===== src/rtl/demux_stream_pkg.sv =====
// Shared definitions for the 1:2 stream demultiplexer: word width and channel select codes.
// No logic here; constants only.
// Imported by the interface, the channel FIFO and the top.
package demux_stream_pkg;

    localparam int XLEN = 32;

    // in_select encodings
    localparam logic DEMUX_CH0 = 1'b0;
    localparam logic DEMUX_CH1 = 1'b1;

    // Default per-channel buffering
    localparam int DEMUX_DEPTH = 2;

endpackage


===== src/rtl/demux_stream_if.sv =====
// Handshake bundle for demux_stream: one input stream, two output streams.
// master = producer/consumer side (drives inputs, ready), slave = demux side.
// Pure wiring, no state.
interface demux_stream_if
    import demux_stream_pkg::*;
#(
    parameter int DATA_W = XLEN
);
    logic [DATA_W-1:0] in_data;
    logic              in_select;
    logic              in_valid;
    logic              in_ready;

    logic [DATA_W-1:0] out_data_0;
    logic              out_valid_0;
    logic              out_ready_0;

    logic [DATA_W-1:0] out_data_1;
    logic              out_valid_1;
    logic              out_ready_1;

    modport master (
        output in_data, in_select, in_valid,
        input  in_ready,
        input  out_data_0, out_valid_0,
        output out_ready_0,
        input  out_data_1, out_valid_1,
        output out_ready_1
    );

    modport slave (
        input  in_data, in_select, in_valid,
        output in_ready,
        output out_data_0, out_valid_0,
        input  out_ready_0,
        output out_data_1, out_valid_1,
        input  out_ready_1
    );

endinterface


===== src/rtl/demux_stream_chan_fifo.sv =====
// Per-channel FIFO (module demux_chan_fifo): DEPTH entries, strictly in-order.
// Latency: word pushed at edge N is on pop_data after edge N; no same-cycle bypass.
// Backpressure: push ignored when full, pop ignored when empty; full is not relieved by a same-cycle pop.
module demux_chan_fifo #(
    parameter int DATA_W = 32,
    parameter int DEPTH  = 2
) (
    input  logic              clk,
    input  logic              rst,
    input  logic              push,
    input  logic [DATA_W-1:0] push_data,
    input  logic              pop,
    output logic [DATA_W-1:0] pop_data,
    output logic              full,
    output logic              empty
);
    localparam int PTR_W = (DEPTH > 1) ? $clog2(DEPTH) : 1;
    localparam int CNT_W = $clog2(DEPTH + 1);

    logic [DATA_W-1:0] mem [DEPTH];
    logic [PTR_W-1:0]  wr_ptr;
    logic [PTR_W-1:0]  rd_ptr;
    logic [CNT_W-1:0]  count;

    logic push_ok;
    logic pop_ok;

    assign full    = (count == CNT_W'(DEPTH));
    assign empty   = (count == '0);
    assign push_ok = push & ~full;
    assign pop_ok  = pop & ~empty;

    // Empty channel presents zero rather than a stale entry.
    assign pop_data = empty ? '0 : mem[rd_ptr];

    // Storage needs no reset: contents are only observable through a non-zero count.
    always_ff @(posedge clk) begin
        if (push_ok) begin
            mem[wr_ptr] <= push_data;
        end
    end

    // Pointers wrap naturally (DEPTH is a power of two); count tracks occupancy 0..DEPTH.
    always_ff @(posedge clk) begin
        if (rst) begin
            wr_ptr <= '0;
            rd_ptr <= '0;
            count  <= '0;
        end else begin
            if (push_ok) begin
                wr_ptr <= wr_ptr + PTR_W'(1);
            end
            if (pop_ok) begin
                rd_ptr <= rd_ptr + PTR_W'(1);
            end
            case ({push_ok, pop_ok})
                2'b10:   count <= count + CNT_W'(1);
                2'b01:   count <= count - CNT_W'(1);
                default: count <= count;
            endcase
        end
    end

endmodule


===== src/rtl/demux_stream.sv =====
// 1:2 stream demux steering each input word to channel 0/1 FIFO by in_select; optional DEMUX_COUNT_EN delivery counters.
// Latency: one cycle from accept to head of the selected channel.
// Backpressure: in_ready = not-full of the selected channel only; each sink stalls independently.
module demux_stream
    import demux_stream_pkg::*;
#(
    parameter int DATA_W = XLEN,
    parameter int DEPTH  = DEMUX_DEPTH
) (
    input  logic              clk,
    input  logic              rst,
    demux_stream_if.slave     bus
`ifdef DEMUX_COUNT_EN
    ,
    output logic [31:0]       cnt_0,
    output logic [31:0]       cnt_1
`endif
);
    logic full_0, full_1;
    logic empty_0, empty_1;
    logic push_0, push_1;
    logic pop_0, pop_1;

    // Ready depends only on the selected channel's fill level, never on in_valid.
    assign bus.in_ready = (bus.in_select == DEMUX_CH1) ? ~full_1 : ~full_0;

    // Gating by in_valid first keeps an unknown select from reaching either channel when idle.
    assign push_0 = bus.in_valid & (bus.in_select == DEMUX_CH0) & ~full_0;
    assign push_1 = bus.in_valid & (bus.in_select == DEMUX_CH1) & ~full_1;

    assign pop_0 = bus.out_ready_0 & ~empty_0;
    assign pop_1 = bus.out_ready_1 & ~empty_1;

    assign bus.out_valid_0 = ~empty_0;
    assign bus.out_valid_1 = ~empty_1;

    demux_chan_fifo #(
        .DATA_W (DATA_W),
        .DEPTH  (DEPTH)
    ) u_chan_0 (
        .clk       (clk),
        .rst       (rst),
        .push      (push_0),
        .push_data (bus.in_data),
        .pop       (pop_0),
        .pop_data  (bus.out_data_0),
        .full      (full_0),
        .empty     (empty_0)
    );

    demux_chan_fifo #(
        .DATA_W (DATA_W),
        .DEPTH  (DEPTH)
    ) u_chan_1 (
        .clk       (clk),
        .rst       (rst),
        .push      (push_1),
        .push_data (bus.in_data),
        .pop       (pop_1),
        .pop_data  (bus.out_data_1),
        .full      (full_1),
        .empty     (empty_1)
    );

`ifdef DEMUX_COUNT_EN
    // Delivered-word counters, free-running wrap at 2^32.
    always_ff @(posedge clk) begin
        if (rst) begin
            cnt_0 <= '0;
            cnt_1 <= '0;
        end else begin
            if (pop_0) begin
                cnt_0 <= cnt_0 + 32'd1;
            end
            if (pop_1) begin
                cnt_1 <= cnt_1 + 32'd1;
            end
        end
    end
`endif

endmodule

===== src/flat_wrapper.sv =====
// flat-port wrapper written by rule: the top's interface ports become plain ports
module demux_stream_flat import demux_stream_pkg::*;
#(
    parameter int DATA_W = XLEN,
    parameter int DEPTH  = DEMUX_DEPTH
)
  (clk, rst, bus_in_data, bus_in_select, bus_in_valid, bus_in_ready, bus_out_data_0, bus_out_valid_0, bus_out_ready_0, bus_out_data_1, bus_out_valid_1, bus_out_ready_1);
  demux_stream_if #(.DATA_W(DATA_W)) bus_i ();
  input  logic clk;
  input  logic rst;
  input wire logic [$bits(bus_i.in_data)-1:0] bus_in_data;
  input wire logic [$bits(bus_i.in_select)-1:0] bus_in_select;
  input wire logic [$bits(bus_i.in_valid)-1:0] bus_in_valid;
  output wire logic [$bits(bus_i.in_ready)-1:0] bus_in_ready;
  output wire logic [$bits(bus_i.out_data_0)-1:0] bus_out_data_0;
  output wire logic [$bits(bus_i.out_valid_0)-1:0] bus_out_valid_0;
  input wire logic [$bits(bus_i.out_ready_0)-1:0] bus_out_ready_0;
  output wire logic [$bits(bus_i.out_data_1)-1:0] bus_out_data_1;
  output wire logic [$bits(bus_i.out_valid_1)-1:0] bus_out_valid_1;
  input wire logic [$bits(bus_i.out_ready_1)-1:0] bus_out_ready_1;
  assign bus_i.in_data = bus_in_data;
  assign bus_i.in_select = bus_in_select;
  assign bus_i.in_valid = bus_in_valid;
  assign bus_in_ready = bus_i.in_ready;
  assign bus_out_data_0 = bus_i.out_data_0;
  assign bus_out_valid_0 = bus_i.out_valid_0;
  assign bus_i.out_ready_0 = bus_out_ready_0;
  assign bus_out_data_1 = bus_i.out_data_1;
  assign bus_out_valid_1 = bus_i.out_valid_1;
  assign bus_i.out_ready_1 = bus_out_ready_1;
  demux_stream #(.DATA_W(DATA_W), .DEPTH(DEPTH)) u_core (.clk(clk), .rst(rst), .bus(bus_i));
endmodule

===== config.mk =====
export PLATFORM = sky130hd
export DESIGN_NAME = demux_stream_flat
export DESIGN_NICKNAME = d
export VERILOG_FILES = /design/src/rtl/demux_stream_pkg.sv /design/src/rtl/demux_stream_if.sv /design/src/rtl/demux_stream_chan_fifo.sv /design/src/rtl/demux_stream.sv /design/src/flat_wrapper.sv
export SDC_FILE = /design/constraint.sdc
export NUM_CORES = 1
export LEC_CHECK = 0
export CELL_PAD_IN_SITES_DETAIL_PLACEMENT = 0
export CELL_PAD_IN_SITES_GLOBAL_PLACEMENT = 1
export CORE_MARGIN = 3
export CORE_UTILIZATION = 42
export DETAILED_ROUTE_END_ITERATION = 12
export PLACE_DENSITY = 0.89
export SYNTH_ARGS = -nofsm -noshare
export SYNTH_HDL_FRONTEND = slang
export SYNTH_HIERARCHICAL = 1
export SYNTH_SLANG_ARGS = --single-unit

===== constraint.sdc =====
create_clock -name clk -period 2.8 [get_ports clk]
set_input_delay 0.42 -clock clk [delete_from_list [all_inputs] [get_ports clk]]
set_output_delay 0.42 -clock clk [all_outputs]
set_load 0.01 [all_outputs]

* Yosys cells after proc, flatten, opt, wreduce, memory -nomap -nowiden
Memory sizes are Yosys's and may differ from the RTL's. A register that Yosys moved wholly into a read port is not among the register bits.
Index checks and enable logic that the tools add are counted.
** Storage, ports and cells
- Bits in registers :: 8
- Bits in writable memories :: 128
- Input bits :: 38
- Memories kept :: 2
** Memories
- u_core.u_chan_0.mem :: words 2, bits a word 32, read ports 1, clocked after Yosys merged registers in 1, wr ports 1, line demux_stream_chan_fifo.sv:20 : logic [DATA_W-1:0] mem [DEPTH];
- u_core.u_chan_1.mem :: words 2, bits a word 32, read ports 1, clocked after Yosys merged registers in 1, wr ports 1, line demux_stream_chan_fifo.sv:20
** Cells by class
- Add/sub/neg operators :: 8
- Equal/unequal tests :: 6
- Muxes and demuxes :: 13
- Bitwise gates (word level) :: 15
- Reduce and logical (&&, ||, !) cells :: 4
** Operator list (number)
- 32-bit two-way mux :: 2
- 1-bit bitwise AND :: 10
- 1-bit two-way mux :: 9
- 2-bit == test (second input constant) :: 4
- 2-bit case mux with 2 select lines :: 2
- 1-bit NOT :: 5
- 1-bit adder (second input constant) :: 4
- 2-bit by 1-bit adder with 2-bit output (second input constant) :: 2
- 2-bit by 1-bit == test with 1-bit output (second input constant) :: 2
- 2-bit logical NOT :: 2
- 2-bit nonzero test :: 2
- 2-bit by 1-bit subtractor with 2-bit output (second input constant) :: 2

* Depth between registers and ports, before layout
Gate-level depths: netlist (run 1).
- Depth after elaboration :: 6
- Mapped depth :: 9
- Depth with buffers taken out :: 8

* Hierarchy
The synthesis (run 1) kept the hierarchy.
** Modules (own cells, without submodules)
- demux_chan_fifo :: times used 2, cells an instance 162, area each 2621.3 um^2
- demux_stream :: times used 1, cells an instance 7, area each 46.3 um^2

* Least setup slack after synthesis (run 1)
OpenSTA, ideal clock, no wires.
- Kind :: flip-flop to flip-flop
- Start point :: reg u_core.u_chan_0.count[0]
- End point :: mem u_core.u_chan_0.mem[0][0], enable pin
- Arrival time :: 1.912 ns
- Required time :: 2.413 ns
- Slack :: 0.502 ns
- Cell stages (with the launch flop) :: 7
- Buffers on the path :: 0
- Period minus slack after synthesis :: 2.298 ns
- Cell sequence :: dfxtp_1 > nand2b_2 > inv_2 > nor3b_1 > inv_1 > or3_1 > inv_1
** Between the ends
- Longest elaborated chain between the ends :: 6
** Ends and longest elaborated chain
- from (decl) :: line demux_stream_chan_fifo.sv:23 : logic [CNT_W-1:0] count;
- from (signal assigned) :: line demux_stream_chan_fifo.sv:57 : 2'b10: count <= count + CNT_W'(1);
- from (signal assigned) :: line demux_stream_chan_fifo.sv:58 : 2'b01: count <= count - CNT_W'(1);
- from (signal assigned) :: line demux_stream_chan_fifo.sv:59 : default: count <= count;
- 2-bit == test :: line demux_stream_chan_fifo.sv:28 : assign full = (count == CNT_W'(DEPTH));
- net u_core.full_0 :: line demux_stream.sv:19 : logic full_0, full_1;
- 1-bit NOT :: line demux_stream.sv:28 : assign push_0 = bus.in_valid & (bus.in_select == DEMUX_CH0) & ~full_0;
- 1-bit bitwise AND :: line demux_stream.sv:28
- net u_core.push_0 :: line demux_stream.sv:21 : logic push_0, push_1;
- 1-bit bitwise AND :: line demux_stream_chan_fifo.sv:30 : assign push_ok = push & ~full;
- 1-bit two-way mux :: line demux_stream_chan_fifo.sv:38 : if (push_ok) begin
- 1-bit two-way mux (implied by the code) :: line demux_stream_chan_fifo.sv:39 : mem[wr_ptr] <= push_data;
- to (decl) :: line demux_stream_chan_fifo.sv:20
The timed path passes the listed nets, and every way through them passes these cells.

* Worst setup path after layout (run 1)
- Start point :: reg u_core.u_chan_0.count[0]
- End point :: out bus_out_data_0[8]
** Between the ends
- Longest elaborated chain between the ends :: 2
** Ends and longest elaborated chain
- 2-bit logical NOT :: line demux_stream_chan_fifo.sv:29 : assign empty = (count == '0);
- net u_core.empty_0 :: line demux_stream.sv:20 : logic empty_0, empty_1;
- 32-bit two-way mux :: line demux_stream_chan_fifo.sv:34 : assign pop_data = empty ? '0 : mem[rd_ptr];
- to (decl) :: line flat_wrapper.sv:15 : output wire logic [$bits(bus_i.out_data_0)-1:0] bus_out_data_0;
The timed path passes the listed nets, and every way through them passes these cells.

==> results of run 1 <==
[metrics by stage]
step / instances / utilization [%] / hold WS (ps) / power (mW)
4_1_cts: 634 / 59.17 / 487.6 / 5.220
5_1_grt: 634 / 59.17 / 512.8 / 5.363
2_1_floorplan: 331 / - / 451.8 / 2.710
3_5_place_dp: 602 / 54.50 / 476.1 / 3.117
6_report: 635 / 59.19 / 492.4 / 5.158
3_3_place_gp: 602 / 54.50 / 479.1 / 3.096
[cells in the mapped netlist, types with 4 or more instances]
master	number	share of area, %
sky130_fd_sc_hd__buf_2	12	1.1
sky130_fd_sc_hd__mux2i_1	65	12
sky130_fd_sc_hd__edfxtp_1	128	73
sky130_fd_sc_hd__dfxtp_1	10	3.8
sky130_fd_sc_hd__inv_1	8	0.57
sky130_fd_sc_hd__nor2_1	72	5.1
sky130_fd_sc_hd__o21ai_0	6	0.57
sky130_fd_sc_hd__or3_1	4	0.47
sky130_fd_sc_hd__xor2_1	4	0.66
sky130_fd_sc_hd__a21oi_1	4	0.38
[worst reg2reg max path, delay by kind of cell, from the launching register on]
kind	cells	cell delay [ps]
simple gates	3	840
buf+inv	4	540
flops	1	460
[state kept, by name, summed over array words and instances (netlist names), named ones only]
signal / cells
u_core/u_chan_0/rd_ptr: 1
u_core/u_chan_1/mem: 64
u_core/u_chan_1/wr_ptr: 1
u_core/u_chan_0/count: 2
u_core/u_chan_1/rd_ptr: 1
u_core/u_chan_0/mem: 64
u_core/u_chan_1/count: 2
u_core/u_chan_0/wr_ptr: 1
[cell type report]
class	instances	share of cell area (%)
well taps	168	2.920
clock buffers	17	5.910
multi-input cells	169	16.08
diodes	1	0.03476
clock inverters	15	1.982
flip-flops and latches	138	56.21
inverters	10	0.5215
repair buffers	117	16.34
[cells by family (layout without fill, tap and decap cells)]
group           after synthesis  count (layout)  synth area share [%]
buf+inv                      24             159                 1.987
mux                          65              65                 12.30
other cells                   0               1                     0
fa+ha+maj                     2               2                0.4731
flops                       138             138                 76.46
simple gates                 86              86                 6.837
xor+xnor                      6               6                0.9936
compound gates               10              10                0.9463
[per-layer routing]
layer | global-route usage, % | vias to the layer above
met1 | 19.17 | 1508
met5 | 0 | -
met4 | 5.934 | 0
met2 | 28.40 | 79
li1 | - | 1455
met3 | 5.024 | 8
[power by group through the flow]
stage	registers, mW	clock network, mW	logic [mW]
after global routing	2.39	2.24	0.735
after CTS	2.39	2.14	0.694
after global placement	2.42	0	0.674
final	2.38	2.09	0.680
after detailed placement	2.43	0	0.689
after floorplan	2.42	0	0.292
[how the worst max path moves through the flow]
stage                                         from                          to  slack (ps)  depth (start not counted)
after floorplan           u_core/u_chan_0/count[0]   u_core/u_chan_0/mem[0][0]         500                          6
after global placement                bus_in_valid   u_core/u_chan_0/mem[0][4]         440                          6
after detailed placement              bus_in_valid  u_core/u_chan_0/mem[0][17]         430                          6
after CTS                 u_core/u_chan_0/count[1]           bus_out_data_0[8]         310                          4
after global routing      u_core/u_chan_1/count[1]          bus_out_data_1[28]         260                          4
final                     u_core/u_chan_0/count[0]           bus_out_data_0[8]         380                          4
==> results_tabular.tex, run 1 <==
\begin{tabular}{lr}
\hline
Metric & Value \\
\hline
\multicolumn{2}{l}{\textbf{Floorplanning}} \\
\quad Starting density of the core & a little over two fifths \\
\quad Count of boundary I/O pins & 105 \\
\quad Width of the die & between 100 and 150 µm \\
\quad Die Outline Area & 13970 µm² \\
\quad Height of the die & between 100 and 150 µm \\
\quad Floorplan Core Area & 12160 µm² \\
\quad Number of placement rows & 40 \\
\multicolumn{2}{l}{\textbf{Power}} \\
\quad Switching component of the power & approximately 1.2 mW \\
\quad Switching Fraction & a little under a quarter \\
\quad Static Leakage & about 2.4 nW \\
\quad Internal power & between 3 and 4 mW \\
\quad Proportion of power drawn by flip-flops and latches & a little under half \\
\quad Worst VDD drop & between 0.4 and 0.5 mV \\
\quad Part of the total power dissipated in combinational logic & between 10\% and 20\% \\
\quad Fraction of power consumed by the clock network & about two fifths \\
\quad Areal power density over the cells & approximately 720 nW/µm² \\
\multicolumn{2}{l}{\textbf{Place}} \\
\quad Number of buffers inserted by port buffering & between 100 and 150 \\
\quad Pre-CTS setup slack & 429.8 ps \\
\quad Cell area after placement & approximately 6600 µm² \\
\quad RePlAce Congestion & around 0.75 \\
\quad Post-detail-place hpwl & about 7400 µm \\
\multicolumn{2}{l}{\textbf{Setup path}} \\
\quad Startpoint types & register \\
\quad Worst R2R Setup Slack & approximately 630 ps \\
\quad Reg-to-Reg Start & u\_core/u\_chan\_1/count[0] \\
\quad Capture point of the worst reg-to-reg path & u\_core/u\_chan\_1/mem[0][8] \\
\quad Maximum fanout along the worst path & 18 \\
\quad Slowest cell delay on critical path & a little under 600 ps \\
\quad CP max stage cell & sky130\_fd\_sc\_hd\_\_clkdlybuf4s50\_1 \\
\quad Data required time of the critical path & 2380 ps \\
\quad Critical path class & reg -> out \\
\quad Depth of the worst register-to-register path & 7 \\
\quad Endpoint class of the critical path & output port \\
\quad Data arrival, critical path & $\sim$2000 ps \\
\quad WP buf/inv & 2 \\
\quad Cells along the critical path & nor2\_4 > buf\_12 > nor2\_1 > clkdlybuf4s50\_1 \\
\quad Worst path top cell family by delay & buffers and inverters \\
\multicolumn{2}{l}{\textbf{Timing}} \\
\quad Clock period minus final worst setup slack & roughly 2400 ps \\
\quad Final hold violations & 0 \\
\quad Unrepaired setup endpoints after global routing & false \\
\quad Final cycle utilization of the critical path & between 80 and 90\% \\
\quad Final Max Slew Viols & 0 \\
\quad Slack of the critical path & between 300 and 400 ps \\
\quad Final setup violation count & 0 \\
\quad Sum Neg Setup Slack & 0 ps \\
\quad Transition time at the pin with the least slew margin & $\sim$470 ps \\
\quad Achievable Freq & 0.4127 GHz \\
\quad Worst rel slew slack & slightly below 70\% \\
\quad Max Clock Skew & 6.182 ps \\
\multicolumn{2}{l}{\textbf{Clock network}} \\
\quad Resize count post-CTS & 0 \\
\quad TritonCTS clock tree & yes \\
\quad Post-CTS Setup Repair Bufs & 0 \\
\quad Max Root-Sink Buffers & 2 \\
\quad Number of buffers created by CTS & 17 \\
\quad Number of buffers inserted by hold repair at cts & 0 \\
\quad Clock transition time at the flip-flop clock pins of the worst setup and hold paths & about 60 ps \\
\quad Skew-Pair Late Insertion Delay & 410 ps \\
\quad CTS HTree Levels & 4 \\
\quad CTS root buf & sky130\_fd\_sc\_hd\_\_clkbuf\_16 \\
\quad CTS sink count & roughly 140 \\
\multicolumn{2}{l}{\textbf{Final layout}} \\
\quad Most common library cell in the layout ignoring fill and taps & sky130\_fd\_sc\_hd\_\_edfxtp\_1 \\
\quad Fill cell instance count of the final layout & between 900 and 1000 \\
\quad Sequential cell area & just over 4000 µm² \\
\quad Final instance area & 7198 µm² \\
\quad Area of combinational cells with multiple inputs & 1157 µm² \\
\quad Area growth from synthesis to final layout & 36.10\% \\
\quad Commonest non-fill, non-tap cells in the layout & 128 x sky130\_fd\_sc\_hd\_\_edfxtp\_1, 104 x sky130\_fd\_sc\_hd\_\_clkdlybuf4s50\_1, 70 x sky130\_fd\_sc\_hd\_\_nor2\_1 \\
\quad Share of cells above drive strength 1 & about 12\% \\
\quad Number of nets in the finished design & a little under 500 \\
\multicolumn{2}{l}{\textbf{Detailed routing}} \\
\quad Via count & $\sim$3100 \\
\quad First-iteration detailed-routing DRC count & roughly 160 \\
\quad Detail Route Antenna Nets & 0 \\
\quad Aggregate routed wire length & about 11000 µm \\
\quad Number of remaining DRC errors & 0 \\
\quad Post-Route M1 WL & between 4000 and 5000 µm \\
\quad Top layer used by detailed routing & met4 \\
\quad Wire length on met2 & 5717 µm \\
\quad WL met3 & around 510 µm \\
\quad Post-detailed-route wirelength per cell & 17.18 µm \\
\quad Average via count per standard cell & $\sim$4.8 \\
\quad Number of optimization iterations in the first detailed-route pass & 6 \\
\multicolumn{2}{l}{\textbf{Worst hold path}} \\
\quad Critical hold path startpoint & u\_core/u\_chan\_1/wr\_ptr \\
\quad Worst hold path type & reg -> reg \\
\quad Hold EP & u\_core/u\_chan\_1/wr\_ptr \\
\quad Worst hold stages & 2 \\
\multicolumn{2}{l}{\textbf{Yosys}} \\
\quad Synth warn & 6 \\
\quad Post-synth net total & about 370 \\
\quad Primary flip-flop cell chosen by synthesis mapping & sky130\_fd\_sc\_hd\_\_edfxtp\_1 \\
\quad Cells after Synth & around 330 \\
\quad Synth async-reset ratio & 0\% \\
\quad Number of distinct library cell variants in the gate-level netlist after synthesis & 20 \\
\quad Syn\_area\_per\_cell & $\sim$16 µm² \\
\quad Sequential-to-total area share from yosys stat & around 76\% \\
\quad Count of flip-flops with a built-in enable after synthesis & between 100 and 150 \\
\quad Synthesized area & $\sim$5300 µm² \\
\quad \#FFs+latches synth & 138 \\
\multicolumn{2}{l}{\textbf{GRT}} \\
\quad Congestion Overflow GR & 0 \\
\quad Number of antenna violations at the first check in global routing & 0 \\
\quad GRT Overall Usage & between 10\% and 20\% \\
\quad Via count of the first global-routing pass & between 3000 and 4000 \\
\quad Maximum number of pins on one net before global-route repair & 33 \\
\quad Wire length of the first global-routing pass & 17460 µm \\
\multicolumn{2}{l}{\textbf{Outcome}} \\
\quad Outcome & finished, final reports clean \\
\multicolumn{2}{l}{\textbf{Job}} \\
\quad Max Cap Viol & 0 \\
\hline
\end{tabular}
(Power assumes the default switching activity.)
==> run 2, diff against run 1 <==
TNS_END_PERCENT = 5   (was unset)
==> results of run 2 <==
Final layout, timing and power as in run 1 (identical DEF).
